<file path="config.mk">
export PLATFORM = sky130hd
export DESIGN_NAME = adder_issue_flat
export DESIGN_NICKNAME = d
export VERILOG_FILES = /design/src/rtl/adder_issue_pkg.sv /design/src/rtl/adder_issue_if.sv /design/src/rtl/adder_lane_ctrl.sv /design/src/rtl/adder_issue.sv /design/src/flat_wrapper.sv
export SDC_FILE = /design/constraint.sdc
export NUM_CORES = 1
export LEC_CHECK = 0
export CORE_AREA = 5 5 160 162
export CTS_CLUSTER_DIAMETER = 150
export DETAILED_ROUTE_END_ITERATION = 12
export DIE_AREA = 0 0 165 167
export GPL_ROUTABILITY_DRIVEN = 0
export PLACE_DENSITY_LB_ADDON = 0.1
export SLEW_MARGIN = 20
export SYNTH_ARGS = -nofsm -noshare
export SYNTH_HDL_FRONTEND = slang
export SYNTH_SLANG_ARGS = --single-unit
</file>
<file path="constraint.sdc">
create_clock -name clk -period 5.6 [get_ports clk]
set_input_delay 0.56 -clock clk [delete_from_list [all_inputs] [get_ports clk]]
set_output_delay 0.56 -clock clk [all_outputs]
set_load 0.005 [all_outputs]
</file>
<file path="src/rtl/adder_issue_pkg.sv">
// Shared definitions for the adder64 issue stage: default widths, latency,
// element-size encodings and the byte-lane element-start decode.
package adder_issue_pkg;

  localparam int unsigned DefLenData = 64;
  localparam int unsigned DefTagW    = 4;
  localparam int unsigned DefLat     = 9;
  localparam int unsigned NumLanes   = 8;

  typedef enum logic [1:0] {
    Esize8  = 2'b00,
    Esize16 = 2'b01,
    Esize32 = 2'b10,
    Esize64 = 2'b11
  } esize_e;

  // Byte lane k begins a new element when k is a multiple of the element size in bytes.
  function automatic logic lane_start(input int unsigned k, input logic [1:0] esize);
    int unsigned mask;
    mask = (32'd1 << esize) - 32'd1;
    return (k & mask) == 32'd0;
  endfunction

endpackage

</file>
<file path="src/rtl/adder_issue_if.sv">
// Operand/result bus between the issue stage and the adder64 pipeline.
interface adder_issue_if
  import adder_issue_pkg::*;
#(
  parameter int unsigned LEN_DATA = DefLenData
);
  logic                  en;
  logic                  valid;
  logic [LEN_DATA-1:0]   a;
  logic [LEN_DATA-1:0]   b;
  logic [NumLanes-1:0]   cin;
  logic [NumLanes-1:0]   cmsk_n;
  logic [LEN_DATA-1:0]   sum;
  logic                  cout;
  logic                  rdy;

  modport master (
    output en, valid, a, b, cin, cmsk_n,
    input  sum, cout, rdy
  );

  modport slave (
    input  en, valid, a, b, cin, cmsk_n,
    output sum, cout, rdy
  );
endinterface

</file>
<file path="src/rtl/adder_lane_ctrl.sv">
// Per-byte-lane carry control: break the carry chain at each element start and
// inject the subtract carry-in there.
module adder_lane_ctrl
  import adder_issue_pkg::*;
(
  input  logic [1:0]          esize,
  input  logic                sub,
  output logic [NumLanes-1:0] cin,
  output logic [NumLanes-1:0] cmsk_n
);

  // Decode element starts into carry-in and active-low carry mask.
  always_comb begin
    cin    = '0;
    cmsk_n = '1;
    for (int unsigned k = 0; k < NumLanes; k++) begin
      if (lane_start(k, esize)) begin
        cmsk_n[k] = 1'b0;
        cin[k]    = sub;
      end
    end
  end

endmodule

</file>
<file path="src/rtl/adder_issue.sv">
// Issue stage for the adder64 pipeline: operand conditioning for add/sub with
// packed element sizes, a sideband tag/esize pipe matched to the adder latency,
// back-pressure via a global pipeline enable, and an in-flight counter.
module adder_issue
  import adder_issue_pkg::*;
#(
  parameter int unsigned LEN_DATA = DefLenData,
  parameter int unsigned TAG_W    = DefTagW,
  parameter int unsigned LAT      = DefLat
) (
  input  logic                clk,
  input  logic                rst_n,
  input  logic                in_valid,
  output logic                in_ready,
  input  logic                in_sub,
  input  logic [1:0]          in_esize,
  input  logic [LEN_DATA-1:0] in_a,
  input  logic [LEN_DATA-1:0] in_b,
  input  logic [TAG_W-1:0]    in_tag,
  adder_issue_if.master       add,
  output logic                out_valid,
  input  logic                out_ready,
  output logic [LEN_DATA-1:0] out_sum,
  output logic                out_cout,
  output logic [TAG_W-1:0]    out_tag,
  output logic [1:0]          out_esize,
  output logic                busy,
  output logic                seq_err
);

  localparam int unsigned CntW = $clog2(LAT + 1);

  logic                  add_en;
  logic                  accept;
  logic                  out_hs;
  logic [NumLanes-1:0]   lane_cin;
  logic [NumLanes-1:0]   lane_cmsk_n;

  logic [LAT-1:0]            sb_vld_q;
  logic [LAT-1:0][TAG_W-1:0] sb_tag_q;
  logic [LAT-1:0][1:0]       sb_esize_q;

  logic [CntW-1:0] cnt_q, cnt_d;
  logic            seq_err_q, seq_err_d;

  // A held result freezes the whole adder and sideband pipe.
  assign add_en   = !(out_valid && !out_ready);
  assign in_ready = add_en;
  assign accept   = in_valid && in_ready;
  assign out_hs   = out_valid && out_ready;

  adder_lane_ctrl u_lane_ctrl (
    .esize  (in_esize),
    .sub    (in_sub),
    .cin    (lane_cin),
    .cmsk_n (lane_cmsk_n)
  );

  // Drive the adder64 operand bus.
  always_comb begin
    add.en     = add_en;
    add.valid  = in_valid;
    add.a      = in_a;
    add.b      = in_sub ? ~in_b : in_b;
    add.cin    = lane_cin;
    add.cmsk_n = lane_cmsk_n;
  end

  // Result fields come straight from the adder; tag/esize from the sideband tail.
  always_comb begin
    out_valid = add.rdy;
    out_sum   = add.sum;
    out_cout  = add.cout;
    out_tag   = sb_tag_q[LAT-1];
    out_esize = sb_esize_q[LAT-1];
  end

  // Sideband pipe advances in lockstep with the adder enable.
  always_ff @(posedge clk or negedge rst_n) begin
    if (!rst_n) begin
      sb_vld_q   <= '0;
      sb_tag_q   <= '0;
      sb_esize_q <= '0;
    end else if (add_en) begin
      for (int unsigned i = LAT - 1; i > 0; i--) begin
        sb_vld_q[i]   <= sb_vld_q[i-1];
        sb_tag_q[i]   <= sb_tag_q[i-1];
        sb_esize_q[i] <= sb_esize_q[i-1];
      end
      sb_vld_q[0]   <= accept;
      sb_tag_q[0]   <= in_tag;
      sb_esize_q[0] <= in_esize;
    end
  end

  // In-flight count; the guards keep a misbehaving adder from wrapping it.
  always_comb begin
    cnt_d = cnt_q;
    if (accept && !out_hs && cnt_q != CntW'(LAT)) begin
      cnt_d = cnt_q + CntW'(1);
    end else if (out_hs && !accept && cnt_q != '0) begin
      cnt_d = cnt_q - CntW'(1);
    end
  end

  // Sticky flag: adder ready disagrees with the sideband valid bit.
  always_comb begin
    seq_err_d = seq_err_q | (add.rdy != sb_vld_q[LAT-1]);
  end

  // Counter and error flag state.
  always_ff @(posedge clk or negedge rst_n) begin
    if (!rst_n) begin
      cnt_q     <= '0;
      seq_err_q <= 1'b0;
    end else begin
      cnt_q     <= cnt_d;
      seq_err_q <= seq_err_d;
    end
  end

  assign busy    = (cnt_q != '0);
  assign seq_err = seq_err_q;

endmodule

</file>
<file path="src/flat_wrapper.sv">
// flat-port wrapper written by rule: the top's interface ports become plain ports
module adder_issue_flat import adder_issue_pkg::*;
#(
  parameter int unsigned LEN_DATA = DefLenData,
  parameter int unsigned TAG_W    = DefTagW,
  parameter int unsigned LAT      = DefLat
)
  (clk, rst_n, in_valid, in_ready, in_sub, in_esize, in_a, in_b, in_tag, out_valid, out_ready, out_sum, out_cout, out_tag, out_esize, busy, seq_err, add_en, add_valid, add_a, add_b, add_cin, add_cmsk_n, add_sum, add_cout, add_rdy);
  adder_issue_if #(.LEN_DATA(LEN_DATA)) add_i ();
  input  logic clk;
  input  logic rst_n;
  input  logic in_valid;
  output logic in_ready;
  input  logic in_sub;
  input  logic [1:0] in_esize;
  input  logic [LEN_DATA-1:0] in_a;
  input  logic [LEN_DATA-1:0] in_b;
  input  logic [TAG_W-1:0] in_tag;
  output logic out_valid;
  input  logic out_ready;
  output logic [LEN_DATA-1:0] out_sum;
  output logic out_cout;
  output logic [TAG_W-1:0] out_tag;
  output logic [1:0] out_esize;
  output logic busy;
  output logic seq_err;
  output wire logic [$bits(add_i.en)-1:0] add_en;
  output wire logic [$bits(add_i.valid)-1:0] add_valid;
  output wire logic [$bits(add_i.a)-1:0] add_a;
  output wire logic [$bits(add_i.b)-1:0] add_b;
  output wire logic [$bits(add_i.cin)-1:0] add_cin;
  output wire logic [$bits(add_i.cmsk_n)-1:0] add_cmsk_n;
  input wire logic [$bits(add_i.sum)-1:0] add_sum;
  input wire logic [$bits(add_i.cout)-1:0] add_cout;
  input wire logic [$bits(add_i.rdy)-1:0] add_rdy;
  assign add_en = add_i.en;
  assign add_valid = add_i.valid;
  assign add_a = add_i.a;
  assign add_b = add_i.b;
  assign add_cin = add_i.cin;
  assign add_cmsk_n = add_i.cmsk_n;
  assign add_i.sum = add_sum;
  assign add_i.cout = add_cout;
  assign add_i.rdy = add_rdy;
  adder_issue #(.LEN_DATA(LEN_DATA), .TAG_W(TAG_W), .LAT(LAT)) u_core (.clk(clk), .rst_n(rst_n), .in_valid(in_valid), .in_ready(in_ready), .in_sub(in_sub), .in_esize(in_esize), .in_a(in_a), .in_b(in_b), .in_tag(in_tag), .add(add_i), .out_valid(out_valid), .out_ready(out_ready), .out_sum(out_sum), .out_cout(out_cout), .out_tag(out_tag), .out_esize(out_esize), .busy(busy), .seq_err(seq_err));
endmodule
</file>
Word level (Yosys, flattened, before mapping)
Cells that the tools add are included.
{"block": "totals", "ff_bits": 68, "inputBits": 205, "out_inout_bits": 221, "elab_cells": 66}
{"block": "op_classes", "addsub": 3, "eq_ne": 2, "n_shift": 1, "n_mux": 17, "n_bitwise": 2, "n_reduce_logical": 20}
{"cell": "$logic_not A32 Y1", "count": 7}
{"cell": "$mux W64", "count": 1}
{"cell": "$not A64 Y64", "count": 1}
{"cell": "$mux W1", "count": 14}
{"cell": "$mux W4", "count": 2}
{"cell": "$logic_and A1 B1 Y1", "count": 7}
{"cell": "$add A4 B1 Y4 const B", "count": 1}
{"cell": "$logic_not A1 Y1", "count": 4}
{"cell": "$ne A4 B4 Y1 const B", "count": 1}
{"cell": "$reduce_bool A4 Y1", "count": 1}
{"cell": "$sub A4 B1 Y4 const B", "count": 1}
{"cell": "$shl A1 B2 Y3 const A", "count": 1}
{"cell": "$sub A3 B1 Y3 const B", "count": 1}
{"cell": "$reduce_bool A2 Y1", "count": 1}
{"cell": "$ne A1 B1 Y1", "count": 1}
{"cell": "$or A1 B1 Y1", "count": 1}

Logic depth before layout (Yosys ltp)
{"block": "depth", "ltp_word": 9, "mapped_depth": 7, "mapped_depth_nobuf": 7}

Hierarchy
A second synthesis with hierarchy kept.
{"block": "hier_totals", "hier_cells": 384, "hier_area_um2": 4403.0}
{"mod": "adder_issue", "instances": 1, "cells_per_inst": 367, "area_per_inst_um2": 4291.6, "seq_area_each_um2": 1701.6}
{"mod": "adder_lane_ctrl", "instances": 1, "cells_per_inst": 17, "area_per_inst_um2": 111.4, "seq_area_each_um2": 0.0}

Worst setup path after synthesis
No wires, ideal clock.
{"block": "synth_timing", "path_type": "register to register", "startpoint": "register u_core.cnt_q[0]", "endpoint": "register u_core.cnt_q[3]", "t_arrival_ps": 1869, "path_slack_ps": 3652, "stages_incl_launch_ff": 8, "n_path_buf": 0, "period_less_slack_ps": 1948, "path_cell_list": "dfrtp_1 -> nand2_1 -> o311ai_4 -> ha_1 -> a21o_2 -> a21oi_1 -> mux2i_1 -> xor2_1"}
{"block": "synth_via", "elab_chain_len": 3}
{"item": "from (decl)", "line_no": "adder_issue.sv:43", "source": "logic [CntW-1:0] cnt_q, cnt_d;"}
{"item": "from (signal assigned)", "line_no": "adder_issue.sv:117", "source": "cnt_q <= cnt_d;"}
{"item": "$sub A4 B1 Y4 (tied with other cells)", "line_no": "adder_issue.sv:102", "source": "cnt_d = cnt_q - CntW'(1);"}
{"item": "$mux W4 (tied with other cells)", "line_no": "adder_issue.sv:101", "source": "end else if (out_hs && !accept && cnt_q != '0) begin"}
{"item": "$mux W4 or $reduce_bool A2 Y1 (tied branches)"}
Parallel ways exist; a longest one is shown, timed or not. The select of a mux whose other input is x is not followed.
A chain may end at the register's enable or synchronous reset.

Worst setup path in the final report
{"block": "layout_timing", "startpoint": "input port in_sub", "endpoint": "output port add_b[7]"}
{"block": "layout_via", "elab_chain_len": 1}
{"item": "from (decl)", "line_no": "flat_wrapper.sv:14", "source": "input logic in_sub;"}
{"item": "$mux W64", "line_no": "adder_issue.sv:64", "source": "add.b = in_sub ? ~in_b : in_b;"}
{"item": "to (decl)", "line_no": "flat_wrapper.sv:30", "source": "output wire logic [$bits(add_i.b)-1:0] add_b;"}
Every way passes these cells.

==> run_results.csv <==
group,metric,value,unit
status,status,"finished, final reports clean",
setup_path,worstRegToRegCells,7,
power,powerDensity,318,mW/mm^2
logic_synthesis,postSynthCellCount,384,
setup_path,cp.arrival,2340,ps
setup_path,cpMostUsedCell,"buf_4",
sta,setup_tns,0,ps
logic_synthesis,ys_ff_latch,68,
setup_path,endpoint_kind,"primary output",
floorplanning,initial_core_util,18.4,%
sta,fmax,345,MHz
routing,first_pass_iters,4,
sta,relSlewSlack,40.9,%
cts,insertion_delay,330,ps
global_routing,grt-ovfl-total,0,
setup_path,cp-start-kind,"primary input",
global_routing,grt_pass1_vias,2704,
global_routing,grt_usage,11.9,%
setup_path,r2r_setup_slack,3500,ps
logic_synthesis,ys_seq_area_share,38.5,%
placement,dpl.hpwl,14.4,mm
power,leakage,2.28,nW
setup_path,reg2reg_from,"u_core.cnt_q[0]",
logic_synthesis,ys_types,24,
sta,setup_viol,0,
routing,routed_wl,17.0,mm
global_routing,grt_max_degree,69,
floorplanning,die_h,167,microns
setup_path,worstPathRequired,5040,ps
final_layout,syn2layout_area_growth,28.4,%
setup_path,slowest_delay,540,ps
cts,cts_tree,"built",
global_routing,antenna_found_initial,4,
routing,drtAntennaViolNets,0,
floorplanning,std_cell_rows,57,
cts,postCtsSetupBuffers,0,
sta,skew,3.29,ps
sta,fin_crit,2900,ps
routing,vias,2514,
setup_path,cp_num_buf_inv,3,
final_layout,fin_nets,609,
cts,cts_sinks,68,
logic_synthesis,synth_area,0.00441,sq mm
setup_path,path_cells,"buf_4, buf_4, xor2_1, clkdlybuf4s50_1",
final_layout,postLayoutCoreUtil,23.7,%
power,irDropWorstVdd,0.150,mV
routing,via_per_inst,3.44,
sta,finalHoldViolCount,0,
setup_path,crit_family,"buffers and inverters",
placement,portBuffers,166,
cts,cts_hold_buf,0,
sta,fin_crit_sh,51.8,%
cts,ctsResizeCount,0,
cts,htree_num_levels,3,
logic_synthesis,postSynthAreaPerCell,11.5,sq um
final_layout,layout-drive-gt1-share,22.9,%
cts,numCtsBuffers,9,
hold_path,hold_path_class,"primary input to asynchronous set/reset pin",
setup_path,r2r-end,"u_core.cnt_q[3]",
floorplanning,coreArea,0.0240,sq mm
floorplanning,dieArea,0.0276,sq mm
setup_path,critical_path.slowest_cell,"buf_4",
logic_synthesis,syn_nets,592,
sta,rsz0062_at_grt,"false",
cts,clk_pin_slew,60,ps
cts,cts_buffer_depth,2,
setup_path,crit_path_max_fanout,37,
floorplanning,ios,426,
routing,wire_per_inst,23.2,microns
global_routing,grt_first_pass_wirelength,22.7,mm
cts,root_buffer,"clkbuf_16",
floorplanning,die_x,165,microns
setup_path,critical_path_class,"primary input to primary output",
run,max_cap_violations,0,
sta,tightest_slew,887,ps
routing,drc,0,
routing,drt-initial-drc-count,66,
logic_synthesis,ys_warn_count,0,
sta,finalMaxSlewViolations,0,
[worst max-delay path by stage]
stage / from / end / slack (ps) / depth (start not counted)
after floorplan: u_core.cnt_q[0] / u_core.cnt_q[3] / 3650 / 7
after global placement: in_sub / add_b[35] / 2690 / 4
after detailed placement: in_sub / add_b[23] / 2670 / 4
after CTS: in_sub / add_b[10] / 2670 / 4
after global routing: in_sub / add_b[10] / 2560 / 4
final: in_sub / add_b[7] / 2700 / 4
[synthesized netlist by cell type]
library cell	n	share of area, %
xor2_1	67	13
inv_1	1	0.085
nand2_4	1	0.26
conb_1	1	0.085
clkbuf_1	2	0.17
a21o_2	1	0.20
fa_1	1	0.45
xnor2_1	1	0.20
a21oi_1	1	0.11
nor2b_1	3	0.43
buf_4	147	25
buf_2	14	1.6
nand2_1	1	0.085
mux2i_1	1	0.23
o311ai_4	1	0.60
ha_1	2	0.57
mux2_2	63	16
dfrtp_1	68	39
and2_1	1	0.14
nand2b_1	2	0.28
or4_4	1	0.26
or2_2	1	0.14
nand4b_4	1	0.54
mux2_4	2	0.68
[routing by layer]
| metal | track usage, % | vias to the layer above | share of wire, % |
|---|---|---|---|
| li1 | - | 1121 | - |
| met1 | 9.86 | 1177 | 28 |
| met2 | 17.0 | 143 | 43 |
| met3 | 15.0 | 65 | 26 |
| met4 | 3.58 | 8 | 2.1 |
| met5 | 3.45 | - | 1.0 |
[final cells by class]
class	count	area, sq um
Clock buffer	9	225
Inverter	1	3.75
Fill cell	2608	18300
Clock inverter	7	123
Timing Repair Buffer	169	1680
Sequential cell	68	1700
Tap cell	324	405
Multi-Input combinational cell	152	1530
Antenna cell	1	2.50
[cell families after synthesis]
logic type               after synthesis  synth area share (%)
multiplexers                          66                  17.0
AND/OR/NAND/NOR                       11                  2.13
XOR/XNOR                              68                  13.5
other                                  1                0.0850
buffers and inverters                164                  26.8
adder cells (fa/ha/maj)                3                  1.02
flip-flops                            68                  38.5
AO/OA/AOI/OAI                          3                 0.907
[flip-flops by register name (all words and copies together), names as in the netlist]
name               flops
u_core.sb_tag_q       32
u_core.sb_esize_q     16
u_core.sb_vld_q        9
u_core.cnt_q           4
u_core.out_tag         4
u_core.out_esize       2
u_core.seq_err         1
[cell usage in the layout, fill, tap and decap left out, types with 2 or more instances in the layout]
cell type and instances:
inv_6 2, clkinvlp_4 2, nor2b_1 3, mux2_4 2
clkbuf_16 9, clkdlybuf4s50_1 164, xor2_1 67, mux2_2 63
bufinv_16 3, buf_4 4, dfrtp_1 68, ha_1 2
[stage by stage]
step                      setup WS, ps  power (mW)  instances  instance area, sq um  hold slack, ps
after floorplan                   3650       0.991        384                  4410             264
after global placement            2690        1.16        714                  5320             474
after detailed placement          2670        1.16        714                  5320             458
after CTS                         2670        1.84        730                  5670             478
after global routing              2560        1.91        731                  5670             516
final                             2700        1.80        731                  5670             442
[report_power, final]
group	leakage, nW	switching, mW	total [mW]	internal [mW]
Clock	0.163	0.223	0.660	0.438
Combinational	1.32	0.160	0.466	0.307
Sequential	0.796	0.0716	0.676	0.605
Total	2.28	0.454	1.80	1.35
(Power assumes the default switching activity.)
